--- src/rtl/entity_pkg.sv ---
// entity_pkg: packed entity word layout, velocity format and screen wrap helper
package entity_pkg;
  localparam int ENTITY_SIZE = 34;
  localparam int VALID_BIT = 33;
  localparam int KIND_LSB = 30;
  localparam int LIFE_LSB = 26;
  localparam int Y_LSB = 16;
  localparam int X_LSB = 6;
  localparam int VEL_LSB = 0;
  localparam int DEF_SCREEN_W = 320;
  localparam int DEF_SCREEN_H = 240;
  typedef struct packed {
    logic sign_y;
    logic [1:0] mag_y;
    logic sign_x;
    logic [1:0] mag_x;
  } vel_t;
  typedef struct packed {
    logic valid;
    logic [2:0] kind;
    logic [3:0] life;
    logic [9:0] y;
    logic [9:0] x;
    vel_t vel;
  } entity_t;
  function automatic logic [9:0] wrap_step(input logic [9:0] p, input logic dec, input logic [1:0] mag, input logic [10:0] lim);
    logic [10:0] w, m;
    w = {1'b0, p};
    m = {9'd0, mag};
    return 10'(dec ? (m > w ? w + lim - m : w - m) : (w + m >= lim ? w + m - lim : w + m));
  endfunction
endpackage

--- src/rtl/entity_step.sv ---
// entity_step: combinational next state of one slot on a movement tick
module entity_step import entity_pkg::*; #(
  parameter int SCREEN_W = DEF_SCREEN_W,
  parameter int SCREEN_H = DEF_SCREEN_H
) (
  input  logic                   tick,
  input  logic [ENTITY_SIZE-1:0] cur,
  output logic [ENTITY_SIZE-1:0] nxt
);
  entity_t e, m;
  always_comb begin
    e = entity_t'(cur);
    m = e;
    m.x = wrap_step(e.x, e.vel.sign_x, e.vel.mag_x, 11'(SCREEN_W));
    m.y = wrap_step(e.y, e.vel.sign_y, e.vel.mag_y, 11'(SCREEN_H));
    m.life = e.life == 4'd0 ? 4'd0 : e.life - 4'd1;
    nxt = !e.valid || !tick ? cur : e.life == 4'd1 ? '0 : m;
  end
endmodule

--- src/rtl/entity_pool.sv ---
// entity_pool: slot table of moving entities with spawn, delete, wrap and expiry
module entity_pool import entity_pkg::*; #(
  parameter int N_SLOTS = 3,
  parameter int SCREEN_W = DEF_SCREEN_W,
  parameter int SCREEN_H = DEF_SCREEN_H,
  parameter int ADDR_W = N_SLOTS > 1 ? $clog2(N_SLOTS) : 1
) (
  input  logic                           move_clk,
  input  logic                           reset_n,
  input  logic                           tick,
  input  logic                           spawn_valid,
  output logic                           spawn_ready,
  input  logic [2:0]                     spawn_kind,
  input  logic [3:0]                     spawn_life,
  input  logic [9:0]                     spawn_x,
  input  logic [9:0]                     spawn_y,
  input  logic [5:0]                     spawn_vel,
  output logic [ADDR_W-1:0]              spawn_addr,
  input  logic                           del_valid,
  input  logic [ADDR_W-1:0]              del_addr,
  output logic [N_SLOTS*ENTITY_SIZE-1:0] entities,
  output logic [ADDR_W:0]                count,
  output logic                           empty,
  output logic                           full
);
  entity_t slot_q [N_SLOTS];
  entity_t slot_d [N_SLOTS];
  logic [ENTITY_SIZE-1:0] stepped [N_SLOTS];
  logic [ADDR_W-1:0] free_idx;
  logic [ADDR_W:0] cnt_d;
  logic accept;
  entity_t spawn_e;
  genvar i;
  for (i = 0; i < N_SLOTS; i++) begin : g_slot
    entity_step #(.SCREEN_W(SCREEN_W), .SCREEN_H(SCREEN_H)) u_step (
      .tick(tick),
      .cur(slot_q[i]),
      .nxt(stepped[i])
    );
    assign entities[i*ENTITY_SIZE +: ENTITY_SIZE] = slot_q[i];
  end
  always_comb begin
    spawn_ready = 1'b0;
    free_idx = '0;
    for (int k = N_SLOTS - 1; k >= 0; k--)
      if (!slot_q[k].valid) begin
        spawn_ready = 1'b1;
        free_idx = ADDR_W'(k);
      end
    accept = spawn_valid && spawn_ready;
    spawn_e = '{valid: 1'b1, kind: spawn_kind, life: spawn_life, y: spawn_y, x: spawn_x, vel: vel_t'(spawn_vel)};
    cnt_d = '0;
    // a spawn only ever targets a free slot, so a delete there is already a no-op
    for (int k = 0; k < N_SLOTS; k++) begin
      slot_d[k] = accept && free_idx == ADDR_W'(k) ? spawn_e
                : del_valid && del_addr == ADDR_W'(k) ? '0
                : entity_t'(stepped[k]);
      cnt_d = cnt_d + (ADDR_W+1)'(slot_d[k].valid);
    end
  end
  always_ff @(posedge move_clk) begin
    if (!reset_n) begin
      for (int k = 0; k < N_SLOTS; k++) slot_q[k] <= '0;
      spawn_addr <= '0;
      count <= '0;
      empty <= 1'b1;
      full <= 1'b0;
    end else begin
      for (int k = 0; k < N_SLOTS; k++) slot_q[k] <= slot_d[k];
      if (accept) spawn_addr <= free_idx;
      count <= cnt_d;
      empty <= cnt_d == '0;
      full <= cnt_d == (ADDR_W+1)'(N_SLOTS);
    end
  end
endmodule

--- config.mk ---
export PLATFORM = sky130hd
export DESIGN_NAME = entity_pool
export DESIGN_NICKNAME = d
export VERILOG_FILES = /design/src/rtl/entity_pkg.sv /design/src/rtl/entity_step.sv /design/src/rtl/entity_pool.sv
export SDC_FILE = /design/constraint.sdc
export NUM_CORES = 1
export LEC_CHECK = 0
export CORE_UTILIZATION = 50
export CTS_CLUSTER_SIZE = 25
export DETAILED_ROUTE_END_ITERATION = 10
export PLACE_DENSITY_LB_ADDON = 0.2
export SETUP_SLACK_MARGIN = 0.2
export SYNTH_ARGS = -nofsm -noshare
export SYNTH_HDL_FRONTEND = slang
export SYNTH_SLANG_ARGS = --single-unit
export TNS_END_PERCENT = 10
--- constraint.sdc ---
create_clock -name move_clk -period 3.5 [get_ports move_clk]
set_input_delay 0.35 -clock move_clk [delete_from_list [all_inputs] [get_ports move_clk]]
set_output_delay 0.35 -clock move_clk [all_outputs]
set_load 0.1 [all_outputs]
# [After elaboration in Yosys (flattened, before gate mapping)]
# Memory sizes are Yosys's and may differ from the RTL's.
# Cells that the tools add are included.
[op_classes] addsub=35 magnitude_cmp=12 n_eq_ne=8 n_mux=44 n_bitwise=3 reduce_logical=20
[op_table] op="34-bit two-way mux" count=15
[op_table] op="10-bit two-way mux" count=18
[op_table] op="10-bit by 2-bit subtractor with 10-bit output" count=12
[op_table] op="10-bit by 2-bit adder with 11-bit output" count=6
[op_table] op="2-bit by 10-bit greater-than comparator with 1-bit output" count=6
[op_table] op="11-bit by 8-bit >= comparator with 1-bit output (second input constant)" count=3
[op_table] op="11-bit by 9-bit >= comparator with 1-bit output (second input constant)" count=3
[op_table] op="10-bit by 8-bit adder with 10-bit output (second input constant)" count=3
[op_table] op="10-bit by 9-bit adder with 10-bit output (second input constant)" count=3
[op_table] op="10-bit by 8-bit subtractor with 10-bit output (second input constant)" count=3
[op_table] op="10-bit by 9-bit subtractor with 10-bit output (second input constant)" count=3
[op_table] op="4-bit by 1-bit == test with 1-bit output (second input constant)" count=3
[op_table] op="4-bit logical NOT" count=3
[op_table] op="4-bit two-way mux" count=3
[op_table] op="4-bit by 1-bit subtractor with 4-bit output (second input constant)" count=3
[op_table] op="1-bit logical AND" count=7
[op_table] op="2-bit two-way mux" count=3
[op_table] op="1-bit two-way mux" count=5
[op_table] op="2-bit by 1-bit == test with 1-bit output (second input constant)" count=2
[op_table] op="2-bit == test (second input constant)" count=2
[op_table] op="1-bit logical NOT" count=4
[op_table] op="2-bit logical NOT" count=2
[op_table] op="2-bit by 1-bit adder with 3-bit output" count=1
[op_table] op="3-bit by 2-bit == test with 1-bit output (second input constant)" count=1
[op_table] op="4 further kinds" count=8
[totals] reg_bits=7 mem_bits_rw=102 in_bits=40 mem_count=1
[mem_list] memory="slot_q" depth=3 width=34 rd=3 rd_ports_with_merged_regs=0 wr=3 line="entity_pool.sv:26" rtl="entity_t slot_q [N_SLOTS];"

# [Longest topological paths before layout]
# Gate-level depths: netlist (run 1).
# An unclocked memory read counts as a cell.
[depth] word_depth=12 ltp_mapped=14

# [Modules after synthesis]
# From an unflattened synthesis (run 1), not the netlist that was laid out.
[hier_totals] hier_cells=1574 hier_area_um2=11782.6
[modules_own_cells] module="entity_pool" n_inst=1 cells_per_inst=443 area_each_um2=3816.2 seq_area_each_um2=2162.1
[modules_own_cells] module="entity_step at g_slot[2].u_step" n_inst=1 cells_per_inst=377 area_each_um2=2718.9 seq_area_each_um2=0.0
[modules_own_cells] module="entity_step at g_slot[1].u_step" n_inst=1 cells_per_inst=384 area_each_um2=2685.1 seq_area_each_um2=0.0
[modules_own_cells] module="entity_step at g_slot[0].u_step" n_inst=1 cells_per_inst=370 area_each_um2=2562.5 seq_area_each_um2=0.0

# [Worst setup path before layout (run 1)]
# OpenSTA, ideal clock, no wires.
[synth_path] path_kind="reg-to-reg" start="memory slot_q[0][4] (netlist bit)" end="memory slot_q[0][23] (netlist bit)" arrival_time_ps=3680 setup_slack_ps=-312 path_stages_with_launch=14 path_cell_list="dfxtp_1 > inv_1 > ha_1 > nand2b_1 > a21oi_2 > xor2_1 > ha_1 > and4b_1 > a41o_1 > a31oi_1 > nand2_1 > a41o_1 > a22oi_1 > a21oi_1"
[synth_rtl] item="start, declared" line="entity_pool.sv:26"

==> results of run 1 <==
==> placed cells by master (no fill, tap or decap), drive strengths merged, types with 24 or more instances in the layout <==
master,Yosys,layout
inv,86,88
o21ai,90,90
buf,18,35
nor2b,42,42
a21oi,101,101
o211ai,24,24
a22oi,37,37
xor2,25,25
xnor2,71,71
dfxtp,108,108
ha,111,111
nand2,126,126
a31oi,28,28
nand3,32,32
nor3,36,36
nor2,108,108
clkdlybuf4s50,0,141
==> flip-flops by register name, indices dropped and copies added, names as in the netlist <==
register	cells
spawn_addr	2
full	1
slot_q	102
empty	1
count	2
==> logic make-up (layout without fill, tap and decap cells) <==
group,after synthesis,count (layout),synth area share (%)
multiplexers,19,19,1.85
other,1,1,0.0354
flip-flops,108,108,20.4
buffers and inverters,167,280,6.12
XOR/XNOR,96,96,8.00
AND/OR/NAND/NOR,443,443,20.9
adder cells (fa/ha/maj),130,130,16.7
AO/OA/AOI/OAI,416,416,26.1
==> power by group through the flow <==
stage	logic [mW]	registers, mW	clock network, mW
final	2.17	1.52	1.06
after global routing	2.33	1.54	1.13
after CTS	2.15	1.51	1.07
after detailed placement	2.14	1.54	0
after global placement	2.11	1.54	0
after floorplan	1.07	2.05	0
==> layer usage <==
layer	wire [um]	vias to the layer above	GRT usage [%]	part of all wire, %
met2	15400	465	49.8	45
met1	14400	5145	41.7	42
met3	2910	73	5.37	8.6
met4	1260	0	12.5	3.7
met5	0	-	0	0
li1	-	5190	-	-
==> how the worst min path moves through the flow <==
stage | slack, ns | end | from
after CTS | 0.48 | slot_q[0][56]$_SDFFE_PN0P_ | reset_n
after detailed placement | 0.50 | spawn_addr[1]$_SDFFE_PN0P_ | spawn_addr[1]$_SDFFE_PN0P_
final | 0.50 | slot_q[0][56]$_SDFFE_PN0P_ | reset_n
after global routing | 0.53 | slot_q[0][55]$_SDFFE_PN0P_ | reset_n
after global placement | 0.49 | spawn_addr[1]$_SDFFE_PN0P_ | spawn_addr[1]$_SDFFE_PN0P_
after floorplan | 0.48 | slot_q[0][63]$_SDFFE_PN0P_ | spawn_life[3]
==> worst min-delay path, delay by kind of cell <==
kind	cells	cell delay (ns)
AND/OR/NAND/NOR	1	0.12
buffers and inverters	1	0.28
AO/OA/AOI/OAI	1	0.05
==> final cells by class <==
class	count	area share [%]
Multi-Input combinational cell	1105	61.9
Sequential cell	108	17.2
Timing Repair Buffer	176	13.2
Tap cell	270	2.67
Inverter	88	2.61
Clock buffer	9	1.78
Clock inverter	7	0.584
==> synthesized netlist by cell type (17+ instances only) <==
cell | number | share of area [%]
a21oi_1 | 99 | 4.7
a221oi_1 | 20 | 1.7
a22oi_1 | 37 | 2.6
a31oi_1 | 28 | 1.7
clkbuf_1 | 61 | 2.2
dfxtp_1 | 108 | 20
fa_1 | 19 | 3.6
ha_1 | 111 | 13
inv_1 | 78 | 2.8
nand2_1 | 125 | 4.4
nand3_1 | 32 | 1.5
nand4_1 | 17 | 1.0
nor2_1 | 108 | 3.8
nor2b_1 | 41 | 2.4
nor3_1 | 34 | 1.6
o211ai_1 | 24 | 1.7
o21ai_0 | 57 | 2.7
o21ai_1 | 33 | 1.6
xnor2_1 | 70 | 5.8
xor2_1 | 25 | 2.1
==> metrics by stage <==
step | cell area, um2 | util, % | power [mW] | worst slack [ns]
6_report | 12700 | 61.7 | 4.75 | 0.312
5_1_grt | 12700 | 61.7 | 5.00 | 0.149
4_1_cts | 12600 | 61.5 | 4.73 | 0.296
3_5_place_dp | 12300 | 60.1 | 3.68 | 0.312
3_3_place_gp | 12300 | 60.1 | 3.64 | 0.422
2_1_floorplan | 10600 | - | 3.12 | -0.0702
==> repair_timing <==
item / in CTS / in global routing
resized for setup: 0 / 6
setup endpoints to repair: 0 / 9
buffers inserted: 0 / 1
==> metrics.md, run 1 <==
| Metric | Value |
|---|---|
| Status | finished, final reports clean |
| RSZ-0062 raised after global routing | yes |
| FF+latch count, synth | between 100 and 150 |
| Boundary Pins | 150 |
| Crit end category | flop |
| Async set-reset flop share out of synthesis | 0% |
| # hold bufs at CTS | 0 |
| DR vias | ~11k |
| PortBufs | roughly 150 |
| Post-synth EDFFs | 0 |
| Register area | between 2000 and 2500 um2 |
| HPWL after detailed placement | between 20000 and 30000 um |
| Startpoint Class | flop |
| Number of global-route vias before repair | slightly below 10k |
| Die height | 148 um |
| Share of layout cells above drive strength 1 | ~6.5% |
| Worst setup startpoint | slot_q[0][37]$_SDFFE_PN0P_ |
| RR Startpoint | slot_q[0][37]$_SDFFE_PN0P_ |
| Achievable Freq | 314 MHz |
| YS warnings | 0 |
| Vias per inst | ~6.2 |
| Non-filler cells in the finished layout | about 1.8k |
| DRC | 0 |
| Internal | between 2 and 3 mW |
| Die area | 21800 um2 |
| Final Setup Violations | 0 |
| Max incr delay on CP | 0.50 ns |
| Leak pwr | 4.97 nW |
| 1st-pass router iterations | 5 |
| Rows | 52 |
| Hold path depth | 3 |
| Worst-path cell chain | ha_1 > fa_1 > nand2_1 > xnor2_1 > ha_1 > nand3_1 > or4b_4 > nand4_4 > o2111ai_1 > a311oi_1 > o221a_1 |
| Syn Inst Count | around 1.4k |
| Largest net degree at the start of global routing | 39 |
| DRT iter0 DRCs | between 1k and 1.5k |
| Total global-route track usage | 31.2% |
| Worst-Margin Slew | between 1 and 1.5 ns |
| Initial core utilization | around 52% |
| Nets | 1658 |
| Diode count | 0 |
| WP data arrival | 3.49 ns |
| Reg2reg end | slot_q[0][57]$_SDFFE_PN0P_ |
| Cell Pwr Density | about 380 nW/um2 |
| Most used cell, CP | ha_1 |
| Routed len/inst | a little under 20 um |
| Clk slew on worst S/H paths | about 0.08 ns |
| CP required | about 3.8 ns |
| H-Tree Depth | 3 |
| CP max stage cell | or4b_4 |
| Syn Std Cell Area | 10600 um2 |
| Fin crit period | between 3 and 4 ns |
| Comb power frac | a little under half |
| Post-detailed-route count of antenna-violating nets | 0 |
| CTS tree | built |
| Clock share of power | roughly 22% |
| Max-cap viol count | 0 |
| GRT overflow | 0 |
| Max clock buf depth | 2 |
| Placed cell count | ~1.7k |
| Final Hold Vio Count | 0 |
| Fin Setup TNS | 0 ns |
| Top_reg_cell synth | dfxtp_1 |
| Number of buffers and inverters on the critical path | 0 |
| First-pass GRT wire length | about 54000 um |
| Number of cells on the critical path | 11 |
| Detailed Route WL | between 30000 and 40000 um |
| Type of the worst setup path | reg -> reg |
| Sw Ratio | between 40% and 50% |
| Initial antenna violation count | 1 |
| CTS root buffer | clkbuf_16 |
| Slew Viols, Final | 0 |
| Syn nets | between 1.5k and 2k |
| Period utilization | 91.1% |
| Area of the multi-input gates | around 8000 um2 |
| Reg-to-reg setup timing slack | approximately 0.31 ns |
| R2R cell count | 11 |
| Die width | around 150 um |
| Layout area overhead | 19.3% |
| Psw | 2.15 mW |
| Family with the most delay on the worst path | adder cells |
| Slew margin rel. | between 20 and 30% |
| CORE AREA | between 20000 and 25000 um2 |
| Seq pwr share | between 30% and 40% |
| Worst-Skew Late Latency | 0.36 ns |
| Fillcell total | about 1.9k |
| Worst min path class | in -> reg |
| RePlAce Congestion | 0.956 |
| Hold WS | between 0.5 and 0.6 ns |
| Worst-path fanout max | 6 |
| Library cells used by synthesis | just under 90 |
| End of the critical path | slot_q[0][57]$_SDFFE_PN0P_ |
| Register area share after synthesis | between 20% and 30% |
| Synthesized area per cell | between 7 and 8 um2 |
| Worst vdd ir | approximately 0.00025 V |
| Clk_skew | roughly 0.0079 ns |
| # clock sinks | between 100 and 150 |
| CTS Buf Count | 9 |
No activity file was read; power rests on OpenSTA's default activity.
==> run 2, diff against run 1 <==
Settings changed: RECOVER_POWER set to 100.
==> metrics.md, run 2 (same netlist as run 1, synthesis figures left out) <==
| Metric | Value |
|---|---|
| Number of global-route vias before repair | roughly 9.9k |
| Startpoint Class | flop |
| Commonest non-fill, non-tap cell in the layout | nand2_1 |
| Diode count | 0 |
| Worst vdd ir | ~0.00025 V |
| CTS Buf Count | 9 |
| CTS tree | built |
| Die width | between 100 and 150 um |
| Total global-route track usage | between 30 and 40% |
| Die area | around 22000 um2 |
| PortBufs | around 150 |
| Largest net degree at the start of global routing | 39 |
| R2R cell count | 11 |
| CORE AREA | between 20000 and 25000 um2 |
| Worst-Skew Late Latency | ~0.36 ns |
| GRT overflow | 0 |
| Slew Viols, Final | 0 |
| Final Util | 61.4% |
| Largest registers | slot_q x102, count x2, spawn_addr x2 |
| CTS root buffer | clkbuf_16 |
| Max-cap viol count | 0 |
| Cell Pwr Density | roughly 370 nW/um2 |
| Die height | approximately 150 um |
| Period utilization | 90.8% |
| Leak pwr | 5.20 nW |
| Placed instance area | roughly 12000 um2 |
| Area of the multi-input gates | roughly 8000 um2 |
| Detailed Route WL | 34000 um |
| Achievable Freq | 315 MHz |
| CP required | ~3.8 ns |
| Final Hold Vio Count | 0 |
| Clk_skew | roughly 0.0081 ns |
| # clock sinks | about 110 |
| Design Area, Final | between 10000 and 15000 um2 |
| Initial antenna violation count | 1 |
| Final Setup Violations | 0 |
| DRC | 0 |
| Fillcell total | approximately 1.9k |
| Most frequent cells in the layout | nand2_1, ha_1, nor2_1 |
| H-Tree Depth | 3 |
| 1st-pass router iterations | 5 |
| Initial core utilization | between 50% and 60% |
| DRT iter0 DRCs | ~1000 |
| Status | finished, final reports clean |
| Max reg flops | roughly 100 |
| Hold path depth | 2 |
| Top reg by flops | slot_q |
| Pwr Total | roughly 4.7 mW |
| WP data arrival | approximately 3.5 ns |
| Fin Setup TNS | 0 ns |
| Post-detailed-route count of antenna-violating nets | 0 |
| Rows | 52 |
| Max clock buf depth | 2 |
| Boundary Pins | 150 |
| Register area | around 2200 um2 |
| Worst min path class | reg -> reg |
| Slew margin rel. | 10.9% |
| Worst-Margin Slew | ~1.3 ns |
| RePlAce Congestion | 0.956 |
| Clk slew on worst S/H paths | about 0.080 ns |
| RSZ-0062 raised after global routing | yes |
| Fin crit period | approximately 3.2 ns |
| Nets | around 1.7k |
| Worst-path fanout max | 6 |
| HPWL after detailed placement | 26100 um |
| Crit end category | flop |
| Routed len/inst | a little under 20 um |
| Share of layout cells above drive strength 1 | around 5% |
| Type of the worst setup path | reg -> reg |
| Vias per inst | about 6 |
| DR vias | between 10k and 15k |
| Layout area overhead | 18.6% |
| First-pass GRT wire length | between 50000 and 60000 um |
run 2: cell types whose count changed in the layout (fill, tap and decap cells not counted), moves of 2 or more:
| cell | previous run | this run |
|---|---|---|
| clkdlybuf4s50_1 | 141 | 36 |
| nor2b_1 | 39 | 41 |
| o21ai_0 | 57 | 68 |
| dlygate4sd3_1 | 0 | 105 |
| clkbuf_1 | 0 | 15 |
| nor2b_2 | 3 | 1 |
| buf_4 | 34 | 20 |
| o21ai_1 | 33 | 22 |
run 2: per-layer routing:
layer  track usage [%]  part of all wire [%]
met1              41.7                    43
met2              49.8                    46
met3              5.37                   8.4
met4              12.5                   3.5
met5                 0                     0
run 2: final cells by class:
cell class | instances | share of cell area [%]
multi-input combinational | 1105 | 62.1
sequential | 108 | 17.3
timing repair buffer | 176 | 12.9
tap | 270 | 2.69
inverter | 88 | 2.63
clock buffer | 9 | 1.79
clock inverter | 7 | 0.587
run 2: metrics by stage:
step,setup WS [ns],hold slack [ns],instances
floorplan,-0.0702,0.483,1380
global placement,0.422,0.485,1746
detailed placement,0.312,0.497,1746
CTS,0.296,0.477,1762
global route,0.109,0.528,1763
finish,0.323,0.501,1763
run 2: worst max-delay path, stage by stage, from the launching register on:
cell and delay [ns]:
dfxtp_2 0.34, ha_1 0.22, fa_1 0.46, nand2_1 0.15
xnor2_1 0.27, ha_1 0.29, nand3_1 0.09, or4b_4 0.50
nand4_4 0.14, o2111ai_1 0.12, a311oi_1 0.32, o221a_1 0.22
run 2: final timing paths:
| path | from | to | slack [ns] |
|---|---|---|---|
| setup / recovery | slot_q[0][37]$_SDFFE_PN0P_ | slot_q[0][57]$_SDFFE_PN0P_ | 0.32 |
| hold / removal | spawn_addr[1]$_SDFFE_PN0P_ | spawn_addr[1]$_SDFFE_PN0P_ | 0.50 |
| setup reg to reg | slot_q[0][37]$_SDFFE_PN0P_ | slot_q[0][57]$_SDFFE_PN0P_ | 0.32 |
| hold reg to reg | spawn_addr[1]$_SDFFE_PN0P_ | spawn_addr[1]$_SDFFE_PN0P_ | 0.50 |
run 2: what timing repair did:
item / CTS / global route
endpoints found under the setup margin: 0 / 9
gates resized for setup: 0 / 6
hold buffers: 0 / 0
endpoints found under the hold margin: 0 / 0
setup buffers: 0 / 1
run 2: where the power goes:
part | total, mW | switching (mW) | internal, mW
clock | 1.06 | 0.501 | 0.560
combinational | 2.13 | 1.45 | 0.683
sequential | 1.51 | 0.197 | 1.32
total | 4.70 | 2.14 | 2.56
==> run 3, diff against run 2 <==
Settings changed: GPL_TIMING_DRIVEN set to 0, SYNTH_HIERARCHICAL set to 1.
==> metrics.md, run 3 <==
| Metric | Value |
|---|---|
| Largest registers | slot_q x102, count x2, spawn_addr x2 |
| Worst-Margin Slew | 1.07 ns |
| Status | finished, final reports clean |
| Syn Inst Count | about 1.6k |
| Setup slack after layout | ~0.18 ns |
| Hold WS | 0.439 ns |
| Leak pwr | approximately 5.7 nW |
| Top_reg_cell synth | dfxtp_1 |
| Final Util | around 63% |
| Final Setup Violations | 0 |
| Worst-path fanout max | 6 |
| Detailed Route WL | 41400 um |
| Slew margin rel. | ~28% |
| Crit end category | flop |
| Commonest non-fill, non-tap cell in the layout | nand2_1 |
| Fin crit period | 3.32 ns |
| Syn nets | roughly 1.7k |
| Fillcell total | roughly 2.1k |
| CTS Buf Count | 9 |
| Total global-route track usage | between 30% and 40% |
| Largest net degree at the start of global routing | 20 |
| Placed cell count | 2034 |
| Library cells used by synthesis | roughly 110 |
| Achievable Freq | 301 MHz |
| Leading post-synthesis cells by cell area | dfxtp_1, ha_1, nand2_1 |
| RSZ-0062 raised after global routing | yes |
| Period utilization | a little over nine tenths |
| Initial antenna violation count | 0 |
| WP data arrival | around 3.6 ns |
| Layout area overhead | 21.6% |
| Worst vdd ir | approximately 0.00025 V |
| Startpoint Class | flop |
| CP required | around 3.7 ns |
| H-Tree Depth | 3 |
| YS warnings | 6 |
| Die width | approximately 160 um |
| Worst-Skew Late Latency | about 0.37 ns |
| Initial core utilization | 51.6% |
| RePlAce Congestion | 1.02 |
| CORE AREA | roughly 23000 um2 |
| Synthesized area per cell | between 7 and 8 um2 |
| Top reg by flops | slot_q |
| Die area | around 24000 um2 |
| CTS tree | built |
| Async set-reset flop share out of synthesis | 0% |
| Most instantiated library cell after synthesis | nand2_1 |
| First-pass GRT wire length | between 60000 and 70000 um |
| Share of layout cells above drive strength 1 | between 9 and 10% |
| Most frequent cells in the layout | nand2_1, dlygate4sd3_1, ha_1 |
| Post-detailed-route count of antenna-violating nets | 0 |
| Nets | around 1.9k |
| Yosys top cell area share | between 10% and 20% |
| Setup Slack @ Placement | -0.108 ns |
| Max reg flops | around 100 |
| Die height | 156 um |
| Vias per inst | ~6.2 |
| FF+latch count, synth | between 100 and 150 |
| PortBufs | 147 |
| Max-cap viol count | 0 |
| Post-synth top cells | nand2_1, ha_1, dfxtp_1 |
| Fin Setup TNS | 0 ns |
| 1st-pass router iterations | 6 |
| Register area share after synthesis | a little under a fifth |
| Syn Std Cell Area | around 12000 um2 |
| # clock sinks | 108 |
| Rows | 55 |
| Slew Viols, Final | 0 |
| Type of the worst setup path | reg -> reg |
| DRC | 0 |
| Biggest area consumer among synthesized cells | dfxtp_1 |
| Post-synth EDFFs | 0 |
| # hold bufs at CTS | 0 |
| Final Hold Vio Count | 0 |
| CTS root buffer | clkbuf_16 |
| Boundary Pins | 150 |
| Non-filler cells in the finished layout | about 2.1k |
| Clk_skew | 0.0135 ns |
| Max clock buf depth | 2 |
| Number of global-route vias before repair | about 12k |
| HPWL after detailed placement | about 32000 um |
| Clk slew on worst S/H paths | about 0.08 ns |
| GRT overflow | 0 |
| Diode count | 0 |
| DR vias | 12.8k |
| DRT iter0 DRCs | between 1k and 1.5k |
| Worst min path class | in -> reg |
| Cell Pwr Density | between 200 and 300 nW/um2 |
| Routed len/inst | about 20 um |
-- run 3: changes by cell type after synthesis, moves of 16 or more --
cell,delta
clkbuf_1,-18
and2_1,+23
nor2b_1,-19
nand3_1,+39
o21ai_1,-32
nand2_1,+105
a22oi_1,-23
nor2_1,-56
xor2_1,-19
xnor2_1,-19
o21ai_0,+28
o22ai_1,+72
a221oi_1,-16
inv_1,+26
-- run 3: power by group --
part	switching [mW]	internal, mW	total, mW
logic	0.984	0.453	1.44
registers	0.0868	1.28	1.36
clock network	0.514	0.542	1.06
-- run 3: cell type report --
type / count / area (um2) / area share (%)
buffer: 99 / 532 / 3.71
timing repair buffer: 165 / 1600 / 11.2
multi-input combinational: 1261 / 8900 / 62.1
clock buffer: 10 / 250 / 1.75
inverter: 106 / 404 / 2.82
sequential: 108 / 2200 / 15.4
clock inverter: 6 / 52.6 / 0.367
tap: 313 / 392 / 2.73
-- run 3: timing repair --
item	in CTS	in global routing
gates cloned	0	0
setup buffers	10	8
setup endpoints to repair	17	20
pin swaps	12	14
gates resized for setup	22	24
-- run 3: cells by family (layout without fill, tap and decap cells) --
family / count (synthesis) / after routing / share of synthesized area, %
simple gates: 587 / 587 / 25.7
xor+xnor: 58 / 58 / 4.38
other cells: 1 / 1 / 0.0318
flops: 108 / 108 / 18.3
fa+ha+maj: 132 / 132 / 15.2
compound gates: 462 / 462 / 26.6
buf+inv: 205 / 386 / 7.93
mux: 21 / 21 / 1.83
-- run 3: critical path, stage by stage, from the launching register on --
cell	delay, ns
dfxtp_1	0.39
ha_1	0.30
fa_2	0.44
nand2_2	0.12
xnor2_4	0.16
inv_2	0.10
ha_4	0.19
nand4b_1	0.14
a2111oi_4	0.05
a211oi_2	0.38
o31ai_4	0.13
buf_4	0.15
o41ai_1	0.39
a211oi_1	0.09
nand2_1	0.08
o22ai_1	0.08
-- run 3: worst paths after layout --
check / from / endpoint / slack, ns / cells after the start
setup / recovery: slot_q[0][71]$_SDFF_PN0_ / slot_q[0][90]$_SDFF_PN0_ / 0.18 / 15
hold / removal: reset_n / slot_q[0][3]$_SDFF_PN0_ / 0.44 / 3
setup reg to reg: slot_q[0][71]$_SDFF_PN0_ / slot_q[0][90]$_SDFF_PN0_ / 0.18 / 15
hold reg to reg: spawn_addr[0]$_SDFFE_PN0P_ / spawn_addr[0]$_SDFFE_PN0P_ / 0.52 / 2
-- run 3: metal layers --
layer  GRT usage [%]  wire length [um]  vias to the layer above
met2            52.0             18500                      670
met3            4.93              3590                       74
met1            46.9             18100                     6000
met4            11.5              1280                        0
li1                -                 -                     6032
met5               0                 0                        -
-- run 3: per-stage QoR --
step                total power, mW  instance area [um2]
floorplan                      2.42                11800
global placement               2.79                13700
detailed placement             2.81                13700
CTS                            3.85                14200
global route                   4.01                14300
finish                         3.86                14300
